File: src/rtl/eval_sched_pkg.sv
// eval_sched_pkg: shared types, constants and the evaluation function for the
// shared-evaluator scheduler.
//   state_t   - scheduler FSM states (RUN, DRAIN, SWEEP, REPORT)
//   GOLDEN_TT - expected truth table of eval_z, bit index {x[1:0], y[1:0]}
//   eval_z    - 2-bit x / 2-bit y -> 1-bit z evaluation, structural form
package eval_sched_pkg;

  typedef enum logic [1:0] {
    RUN,
    DRAIN,
    SWEEP,
    REPORT
  } state_t;

  // eval_z reduces to x[0] | ~y[0], which gives 4'b0101 for x[0]=0 rows
  // and 4'hF for x[0]=1 rows, repeated over x[1].
  localparam logic [15:0] GOLDEN_TT  = 16'hF5F5;
  localparam logic [3:0]  SWEEP_LAST = 4'hF;

  function automatic logic fn_a(input logic p, input logic q);
    return p & ~q;
  endfunction

  function automatic logic fn_b(input logic p, input logic q);
    return ~(p ^ q);
  endfunction

  // Kept in its structural form on purpose: the sweep exists to prove that
  // this exact network still produces the reduced truth table.
  function automatic logic eval_z(input logic [1:0] x, input logic [1:0] y);
    return (fn_a(x[0], y[0]) | fn_b(x[0], y[0])) ^
           (fn_a(x[0], y[1]) & fn_b(x[0], y[1]));
  endfunction

endpackage

File: src/rtl/eval_sched_arbiter.sv
// rr_arbiter: round-robin arbiter with a registered priority pointer.
//   clk, reset - clock and synchronous active-high reset
//   req        - per-requester request vector
//   enable     - when low no grant is issued and the pointer holds
//   grant      - one-hot-or-zero grant
//   grant_idx  - index of the granted requester (0 when no grant)
//   ptr        - current priority pointer (highest-priority requester)
module rr_arbiter #(
  parameter int NUM_REQ = 4,
  parameter int ID_W    = $clog2(NUM_REQ)
) (
  input  logic               clk,
  input  logic               reset,
  input  logic [NUM_REQ-1:0] req,
  input  logic               enable,
  output logic [NUM_REQ-1:0] grant,
  output logic [ID_W-1:0]    grant_idx,
  output logic [ID_W-1:0]    ptr
);

  logic found;
  int   pos;

  // Scan upward from ptr with wrap; the first active request wins.
  always_comb begin
    grant     = '0;
    grant_idx = '0;
    found     = 1'b0;
    pos       = 0;
    for (int k = 0; k < NUM_REQ; k++) begin
      pos = int'(ptr) + k;
      if (pos >= NUM_REQ) pos = pos - NUM_REQ;
      if (enable && !found && req[pos]) begin
        grant[pos] = 1'b1;
        grant_idx  = ID_W'(pos);
        found      = 1'b1;
      end
    end
  end

  // After a grant, priority moves to the requester just past the winner.
  always_ff @(posedge clk) begin
    if (reset) begin
      ptr <= '0;
    end else if (found) begin
      ptr <= (grant_idx == ID_W'(NUM_REQ - 1)) ? '0 : grant_idx + ID_W'(1);
    end
  end

endmodule

File: src/rtl/eval_sched.sv
// eval_sched: shared-evaluator scheduler with a built-in truth-table sweep.
//   clk, reset            - clock and synchronous active-high reset
//   req_valid/x/y/ready   - per-requester operand handshake
//   rsp_valid/ready/id/z  - registered, backpressurable response port
//   start_bist            - pulse requesting a truth-table sweep (RUN only)
//   bist_busy             - high while draining, sweeping or reporting
//   bist_done             - one-cycle pulse when the sweep result is posted
//   bist_pass             - result of the last completed sweep
module eval_sched #(
  parameter int NUM_REQ = 4,
  parameter int ID_W    = $clog2(NUM_REQ)
) (
  input  logic                    clk,
  input  logic                    reset,
  input  logic [NUM_REQ-1:0]      req_valid,
  input  logic [NUM_REQ-1:0][1:0] req_x,
  input  logic [NUM_REQ-1:0][1:0] req_y,
  output logic [NUM_REQ-1:0]      req_ready,
  output logic                    rsp_valid,
  input  logic                    rsp_ready,
  output logic [ID_W-1:0]         rsp_id,
  output logic                    rsp_z,
  input  logic                    start_bist,
  output logic                    bist_busy,
  output logic                    bist_done,
  output logic                    bist_pass
);

  import eval_sched_pkg::*;

  state_t              state;
  state_t              state_next;
  logic [3:0]          cnt;
  logic [15:0]         tt;
  logic [15:0]         tt_next;
  logic [NUM_REQ-1:0]  grant;
  logic [ID_W-1:0]     grant_idx;
  logic [ID_W-1:0]     arb_ptr;
  logic                arb_en;
  logic                any_grant;
  logic                sweep_z;
  logic                sweep_last;

  // Grants only happen in RUN and only when the response register will be
  // free at the next edge, so a stalled response is never overwritten.
  assign arb_en     = (state == RUN) && (!rsp_valid || rsp_ready);
  assign req_ready  = grant;
  assign any_grant  = |grant;
  assign sweep_z    = eval_z(cnt[3:2], cnt[1:0]);
  assign sweep_last = (state == SWEEP) && (cnt == SWEEP_LAST);

  rr_arbiter #(
    .NUM_REQ (NUM_REQ),
    .ID_W    (ID_W)
  ) u_arb (
    .clk       (clk),
    .reset     (reset),
    .req       (req_valid),
    .enable    (arb_en),
    .grant     (grant),
    .grant_idx (grant_idx),
    .ptr       (arb_ptr)
  );

  // FSM state register.
  always_ff @(posedge clk) begin
    if (reset) state <= RUN;
    else       state <= state_next;
  end

  // Next-state and status decode; busy/done come straight from the state.
  always_comb begin
    state_next = state;
    bist_busy  = 1'b1;
    bist_done  = 1'b0;
    case (state)
      RUN: begin
        bist_busy = 1'b0;
        if (start_bist) state_next = DRAIN;
      end
      DRAIN: begin
        if (!rsp_valid) state_next = SWEEP;
      end
      SWEEP: begin
        if (cnt == SWEEP_LAST) state_next = REPORT;
      end
      REPORT: begin
        bist_done  = 1'b1;
        state_next = RUN;
      end
      default: state_next = RUN;
    endcase
  end

  // Truth table as it will look after this cycle's sweep write; the pass
  // flag compares against it so the last entry is included.
  always_comb begin
    tt_next      = tt;
    tt_next[cnt] = sweep_z;
  end

  // Sweep counter, truth-table capture and pass flag.
  always_ff @(posedge clk) begin
    if (reset) begin
      cnt       <= '0;
      tt        <= '0;
      bist_pass <= 1'b0;
    end else begin
      if (state == DRAIN) begin
        cnt <= '0;
      end else if (state == SWEEP) begin
        cnt <= cnt + 4'd1;
        tt  <= tt_next;
      end
      if (sweep_last) bist_pass <= (tt_next == GOLDEN_TT);
    end
  end

  // Response register: a new grant always loads (covers back-to-back with
  // an accept); otherwise an accept empties it and a stall holds it.
  always_ff @(posedge clk) begin
    if (reset) begin
      rsp_valid <= 1'b0;
      rsp_id    <= '0;
      rsp_z     <= 1'b0;
    end else if (any_grant) begin
      rsp_valid <= 1'b1;
      rsp_id    <= grant_idx;
      rsp_z     <= eval_z(req_x[grant_idx], req_y[grant_idx]);
    end else if (rsp_ready) begin
      rsp_valid <= 1'b0;
    end
  end

endmodule

File: config.mk
export PLATFORM = sky130hd
export DESIGN_NAME = eval_sched
export DESIGN_NICKNAME = d
export VERILOG_FILES = /design/src/rtl/eval_sched_pkg.sv /design/src/rtl/eval_sched_arbiter.sv /design/src/rtl/eval_sched.sv
export SDC_FILE = /design/constraint.sdc
export NUM_CORES = 1
export LEC_CHECK = 0
export CORE_AREA = 2 2 105 56
export DETAILED_ROUTE_END_ITERATION = 10
export DIE_AREA = 0 0 107 58
export PLACE_DENSITY = 0.58
export SLEW_MARGIN = 0
export SYNTH_ARGS = -nofsm -noshare
export SYNTH_HDL_FRONTEND = slang
export SYNTH_SLANG_ARGS = --single-unit
File: constraint.sdc
create_clock -name clk -period 3.42 [get_ports clk]
set_clock_uncertainty 0.2 [all_clocks]
set_input_delay 0.513 -clock clk [delete_from_list [all_inputs] [get_ports clk]]
set_output_delay 0.513 -clock clk [all_outputs]
set_load 0.05 [all_outputs]
After elaboration in Yosys (flattened, before gate mapping)
Index checks and enable logic that the tools add are counted.
{"block": "classes", "add_sub_neg": 9, "multipliers": 0, "div_mod_pow": 0, "magnitude_cmp": 15, "n_eq_ne": 9, "shifts": 0, "mux": 52, "bitwise_logic": 26, "reduce_logical": 25}
{"operator": "$ge A32 B1 Y1 const B", "n": 4}
{"operator": "$lt A32 B4 Y1 const B", "n": 4}
{"operator": "$mux W32", "n": 4}
{"operator": "$ge A32 B4 Y1 const B", "n": 3}
{"operator": "$sub A32 B4 Y32 const B", "n": 3}
{"operator": "$mux W1", "n": 22}
{"operator": "$mux W2", "n": 9}
{"operator": "$bwmux W16", "n": 1}
{"operator": "$eq A16 B16 Y1 const B", "n": 1}
{"operator": "$mux W4", "n": 4}
{"operator": "$logic_and A1 B1 Y1", "n": 14}
{"operator": "$or A4 B4 Y4", "n": 3}
{"operator": "$not A1 Y1", "n": 9}
{"operator": "$bmux W1 S2", "n": 4}
{"operator": "$bmux W2 S2", "n": 2}
{"operator": "$demux W1 S2", "n": 4}
{"operator": "$pmux W2 S4", "n": 1}
{"operator": "$add A2 B2 Y3 const B", "n": 2}
{"operator": "$and A1 B1 Y1", "n": 6}
{"operator": "$eq A2 B2 Y1 const B", "n": 3}
{"operator": "$xor A1 B1 Y1", "n": 6}
{"operator": "$lt A4 B5 Y1 const B", "n": 1}
{"operator": "$add A4 B1 Y4 const B", "n": 1}
{"operator": "$demux W1 S4", "n": 1}
{"operator": "other kinds (19)", "n": 24}
{"block": "word_totals", "ff_bits": 29, "latch_bits": 0, "mem_bits_rw": 0, "mem_bits_ro": 0, "inputBits": 24, "out_inout_bits": 11, "word_cells": 144, "memories": 0}

Depth between registers and ports, before layout
{"block": "depth", "word_depth": 25, "ltp_mapped": 12, "ltp_nobuf": 10}

Hierarchy
A second synthesis with hierarchy kept.
{"block": "hier_totals", "cells_unflattened": 222, "hier_area_um2": 1996.9}
{"mod": "eval_sched", "instances": 1, "cells_each": 155, "area_per_inst_um2": 1386.3, "seq_area_each_um2": 520.5}
{"mod": "rr_arbiter", "instances": 1, "cells_each": 67, "area_per_inst_um2": 610.6, "seq_area_each_um2": 40.0}

Worst setup path after synthesis
OpenSTA, ideal clock, no wires.
{"block": "synth_timing", "kind": "flip-flop to output port", "start": "register u_arb.ptr[1]", "end": "output port req_ready[1]", "arrival_ps": 2646, "required_time_ps": 2707, "setup_slack_ps": 61, "path_stages_with_launch": 10, "path_buffers": 2, "path_cell_list": "dfxtp_1 -> clkbuf_2 -> inv_1 -> ha_1 -> buf_6 -> mux2_4 -> nor3_1 -> a31oi_1 -> a2111oi_0 -> a221o_2"}
{"block": "synth_between", "elab_chain_cells": 19, "elab_cells_between_ends": 67, "cone_classes": "add/sub: 7; order compare: 12; mux: 31; bitwise: 3; reduce/logical: 14"}
{"element": "start: declaration", "line": "eval_sched_arbiter.sv:18", "rtl": "output logic [ID_W-1:0] ptr"}
{"element": "start signal: assignment", "line": "eval_sched_arbiter.sv:46", "rtl": "ptr <= (grant_idx == ID_W'(NUM_REQ - 1)) ? '0 : grant_idx + ID_W'(1);"}
{"element": "branches (longest 18 deep; another with $sub A32 B4 Y32)"}
{"element": "$mux W4 (*)", "line": "eval_sched_arbiter.sv:33", "rtl": "if (enable && !found && req[pos]) begin"}
{"element": "end: declaration", "line": "eval_sched.sv:18", "rtl": "output logic [NUM_REQ-1:0] req_ready,"}
Every way passes the cells marked *. The select of a mux whose other input is x is not followed.

Worst setup path in the final report
{"block": "layout_timing", "start": "input port req_valid[2]", "end": "output port req_ready[0]"}
{"block": "layout_between", "elab_chain_cells": 17, "elab_cells_between_ends": 32, "cone_classes": "mux: 19; bitwise: 3; reduce/logical: 10"}
{"element": "start: declaration", "line": "eval_sched.sv:15", "rtl": "input logic [NUM_REQ-1:0] req_valid,"}
{"element": "$bmux W1 S2", "line": "eval_sched_arbiter.sv:33"}
{"element": "$mux W1 (implied by the code) (2 in series)", "line": "eval_sched_arbiter.sv:33"}
{"element": "$logic_and A1 B1 Y1", "line": "eval_sched_arbiter.sv:33"}
{"element": "$mux W1", "line": "eval_sched_arbiter.sv:33"}
{"element": "$logic_not A1 Y1", "line": "eval_sched_arbiter.sv:33"}
{"element": "$logic_and A1 B1 Y1 (2 in series)", "line": "eval_sched_arbiter.sv:33"}
{"element": "$mux W1", "line": "eval_sched_arbiter.sv:33"}
{"element": "$logic_not A1 Y1", "line": "eval_sched_arbiter.sv:33"}
{"element": "$logic_and A1 B1 Y1 (2 in series)", "line": "eval_sched_arbiter.sv:33"}
{"element": "$mux W1", "line": "eval_sched_arbiter.sv:33"}
{"element": "$logic_not A1 Y1", "line": "eval_sched_arbiter.sv:33"}
{"element": "$logic_and A1 B1 Y1 (2 in series)", "line": "eval_sched_arbiter.sv:33"}
{"element": "$mux W4 (*)", "line": "eval_sched_arbiter.sv:33"}
Mark *: on every way between the ends. The rest lies on a longest branch, timed or not. The select of a mux whose other input is x is not followed.

==> results.py <==
metrics = {
    "run_status": {
        "status": "finished clean",
    },
    "grt": {
        "busiest_layer": "met1",
        "antenna_found_initial": 0,
        "grt_use_met3": 0.0416,
        "grt_pass1_wl_um": 9070,
        "gr-total-overflow": 0,
        "grt_pass1_vias": 1754,
        "grtUsageMet2": 0.222,
        "grt_use_total": 0.187,
        "use_met1": 0.315,
        "grt_max_degree": 30,
    },
    "cells_and_area": {
        "final_nets": 322,
        "syn_to_final_growth_pct": 24.6,
        "fin_cells": 354,
        "layout-drive-gt1-share": 0.142,
        "postLayoutCoreUtil": 0.481,
        "postLayoutCellArea_um2": 2550,
        "register_area_um2": 581,
        "antenna_cells": 0,
        "multi_input_area_um2": 1360,
        "num-fill-cells": 498,
    },
    "hold_path": {
        "holdPathStages": 2,
        "hold_start": "bist_pass",
        "holdPathEnd": "bist_pass",
        "hp-class": "flop to flop",
    },
    "cts": {
        "cts_max_path_buffers": 2,
        "htreeDepth": 2,
        "cts_root_buffer": "clkbuf_8",
        "insertion_delay_ps": 280,
        "cts-hold-fix-buffers": 0,
        "cts_tree": "done",
        "cts_made_buffers": 5,
        "ctsResizeCount": 0,
        "postCtsSetupBuffers": 0,
        "clock-sinks": 29,
        "path_clk_slew_ps": 60,
    },
    "pwr": {
        "p_clk_frac": 0.136,
        "power_leakage_nw": 0.979,
        "design_power_total_mw": 2.11,
        "p_sw_frac": 0.463,
        "vdd_drop_max_uv": 401,
        "power.density_nw_per_um2": 828,
        "p_int_mw": 1.13,
        "seq_power_share": 0.208,
        "switching_power_mw": 0.977,
        "p_comb_frac": 0.657,
    },
    "route": {
        "dr_total_vias": 1888,
        "drt_first_iter_violations": 163,
        "ant_nets": 0,
        "detail_route.wirelength_um": 5220,
        "firstDrtPassIters": 5,
        "vias_per_cell": 5.33,
        "wl_per_cell_um": 14.7,
        "drc": 0,
    },
    "synthesis": {
        "yosysTopAreaCellShare": 0.284,
        "yosysWarnings": 0,
        "async_flop_share": 0,
        "synth_xor_xnor_area_share": 0.0171,
        "ys_types": 44,
        "postSynthCellCount": 254,
        "synth_area_leaders": "dfxtp_1 (28%), ha_1 (10%), mux2i_1 (7.3%)",
        "synth_top_family_by_area": "simple AND/OR/NAND/NOR gates",
        "seq_area_frac_synth": 0.284,
        "syn_nets": 295,
        "netlist_area_um2": 2050,
        "synth_compound_area_frac": 0.198,
        "muxShareOfSynthArea": 0.103,
        "synth_area_leader_cell": "dfxtp_1",
        "synth_simple_gate_area_frac": 0.239,
        "synth-edff-count": 0,
        "syn_area_per_cell_um2": 8.05,
        "post_synth_fa_ha_maj_area_fraction": 0.104,
        "ys.flop_type": "dfxtp_1",
        "ys_ff_latch": 29,
    },
    "setup_path": {
        "r2r_slack_ps": 270,
        "worst_path_largest_cell_delay_ps": 520,
        "crit_chain": "clkdlybuf4s50_1 -> mux2_2 -> nor3_1 -> a31oi_1 -> a2111oi_2 -> buf_4 -> a221o_2 -> buf_12",
        "timing.critical_path.to_type": "output port",
        "cpMaxStageDelayCell": "clkdlybuf4s50_1",
        "critPathBufInv": 3,
        "r2r_end": "rsp_id[0]",
        "reg2reg_from": "u_arb.ptr[1]",
        "cp_max_fo": 6,
        "r2r_cells": 11,
        "startpoint_type": "primary input",
        "path_class": "primary input to output port",
        "cp.arrival_ps": 2570,
        "cp_top_family": "buffers and inverters",
        "cp.required_ps": 2710,
    },
    "sta": {
        "max_freq_mhz": 305,
        "hold_slack_ps": 254,
        "slew_viol_final": 0,
        "hold_viol_final": 0,
        "setup_viol": 0,
        "tightest_slew_ps": 1140,
        "setup_tns_ps": 0,
        "relSlewSlack": 0.240,
        "setup_slack_ps": 139,
        "min_period_over_period": 0.959,
        "period_minus_slack_ps": 3280,
    },
    "floorplanning": {
        "design.die.area_um2": 6210,
        "ios": 35,
        "die-width_um": 107,
        "start_util": 0.386,
        "rows": 19,
        "die_height_um": 58,
        "core_area_um2": 5300,
    },
    "run": {
        "cap_violations": 0,
    },
    "placement": {
        "place_area_um2": 2450,
        "port_buffers": 26,
        "dp_cells": 347,
        "place_ws_ps": 44.6,
        "dpl.hpwl_um": 3890,
        "gp_congestion": 0.773,
    },
}
-- worst max path at each step --
stage | startpoint | endpoint | slack (ps) | depth (start not counted)
detailed placement | req_valid[1] | rsp_id[0] | 40 | 10
global placement | req_valid[1] | rsp_id[0] | 70 | 10
floorplan | u_arb.ptr[1] | req_ready[1] | 60 | 9
global route | u_arb.ptr[1] | req_ready[0] | -10 | 9
finish | req_valid[2] | req_ready[0] | 140 | 8
CTS | u_arb.ptr[1] | req_ready[0] | 40 | 9
-- cell families after synthesis --
| group | after synthesis |
|---|---|
| and+or+nand+nor | 95 |
| AOI/OAI and AO/OA | 61 |
| DFF | 29 |
| buffers and inverters | 28 |
| muxes | 20 |
| adders and majority gates | 17 |
| xor gates and xnor gates | 4 |
-- synth_stat cells, types with 2 or more instances --
cell type  count
nor2_1        31
dfxtp_1       29
a21oi_1       24
ha_1          17
nand2_1       16
clkbuf_1      15
mux2i_1       15
nand3_1       10
o21ai_0       10
inv_1          9
nor3_1         9
a31oi_1        7
nand2b_1       7
a311oi_1       5
nand4_1        5
a221o_2        4
mux2_2         4
and2_1         3
nand3b_1       3
xnor2_1        3
a211oi_1       2
nand4b_1       2
nor2b_1        2
or2_2          2
-- cell type report --
cell class / count / area share
Timing Repair Buffer: 39 / 0.156
Sequential cell: 29 / 0.228
Tap cell: 73 / 0.0358
Multi-Input combinational cell: 197 / 0.533
Inverter: 9 / 0.0133
Clock buffer: 7 / 0.0339
-- placed cells by master (no fill, tap or decap), types with 10 or more instances in the layout --
cell type / count
nor2_1: 31
mux2i_1: 15
a21oi_1: 24
dfxtp_1: 29
ha_1: 16
nand3_1: 10
buf_4: 13
clkdlybuf4s50_1: 22
nand2_1: 16
o21ai_0: 10
-- power by group through the flow --
stage / clock, mW / combinational, mW / sequential [mW]
4_1_cts: 0.297 / 1.36 / 0.438
3_3_place_gp: 0 / 1.35 / 0.444
3_5_place_dp: 0 / 1.35 / 0.446
2_1_floorplan: 0 / 0.846 / 0.504
5_1_grt: 0.312 / 1.49 / 0.446
6_report: 0.287 / 1.39 / 0.438
-- tightest hold or removal path, stage by stage (launching register included) --
cell     delay [ps]
dfxtp_1         310
nand2_1          50
a21oi_1          50
-- routing by layer --
layer,wire [um],share of wire
met1,3020,0.58
met2,1890,0.36
met3,275,0.053
met4,38,0.0073
met5,0,0
-- sequential cells by signal, summed over array words and instances, names as in the netlist --
| register | cells |
|---|---|
| bist_pass | 1 |
| cnt | 4 |
| rsp_id | 2 |
| rsp_valid | 1 |
| rsp_z | 1 |
| state | 2 |
| tt | 16 |
| u_arb.ptr | 2 |
(Power assumes the default switching activity.)
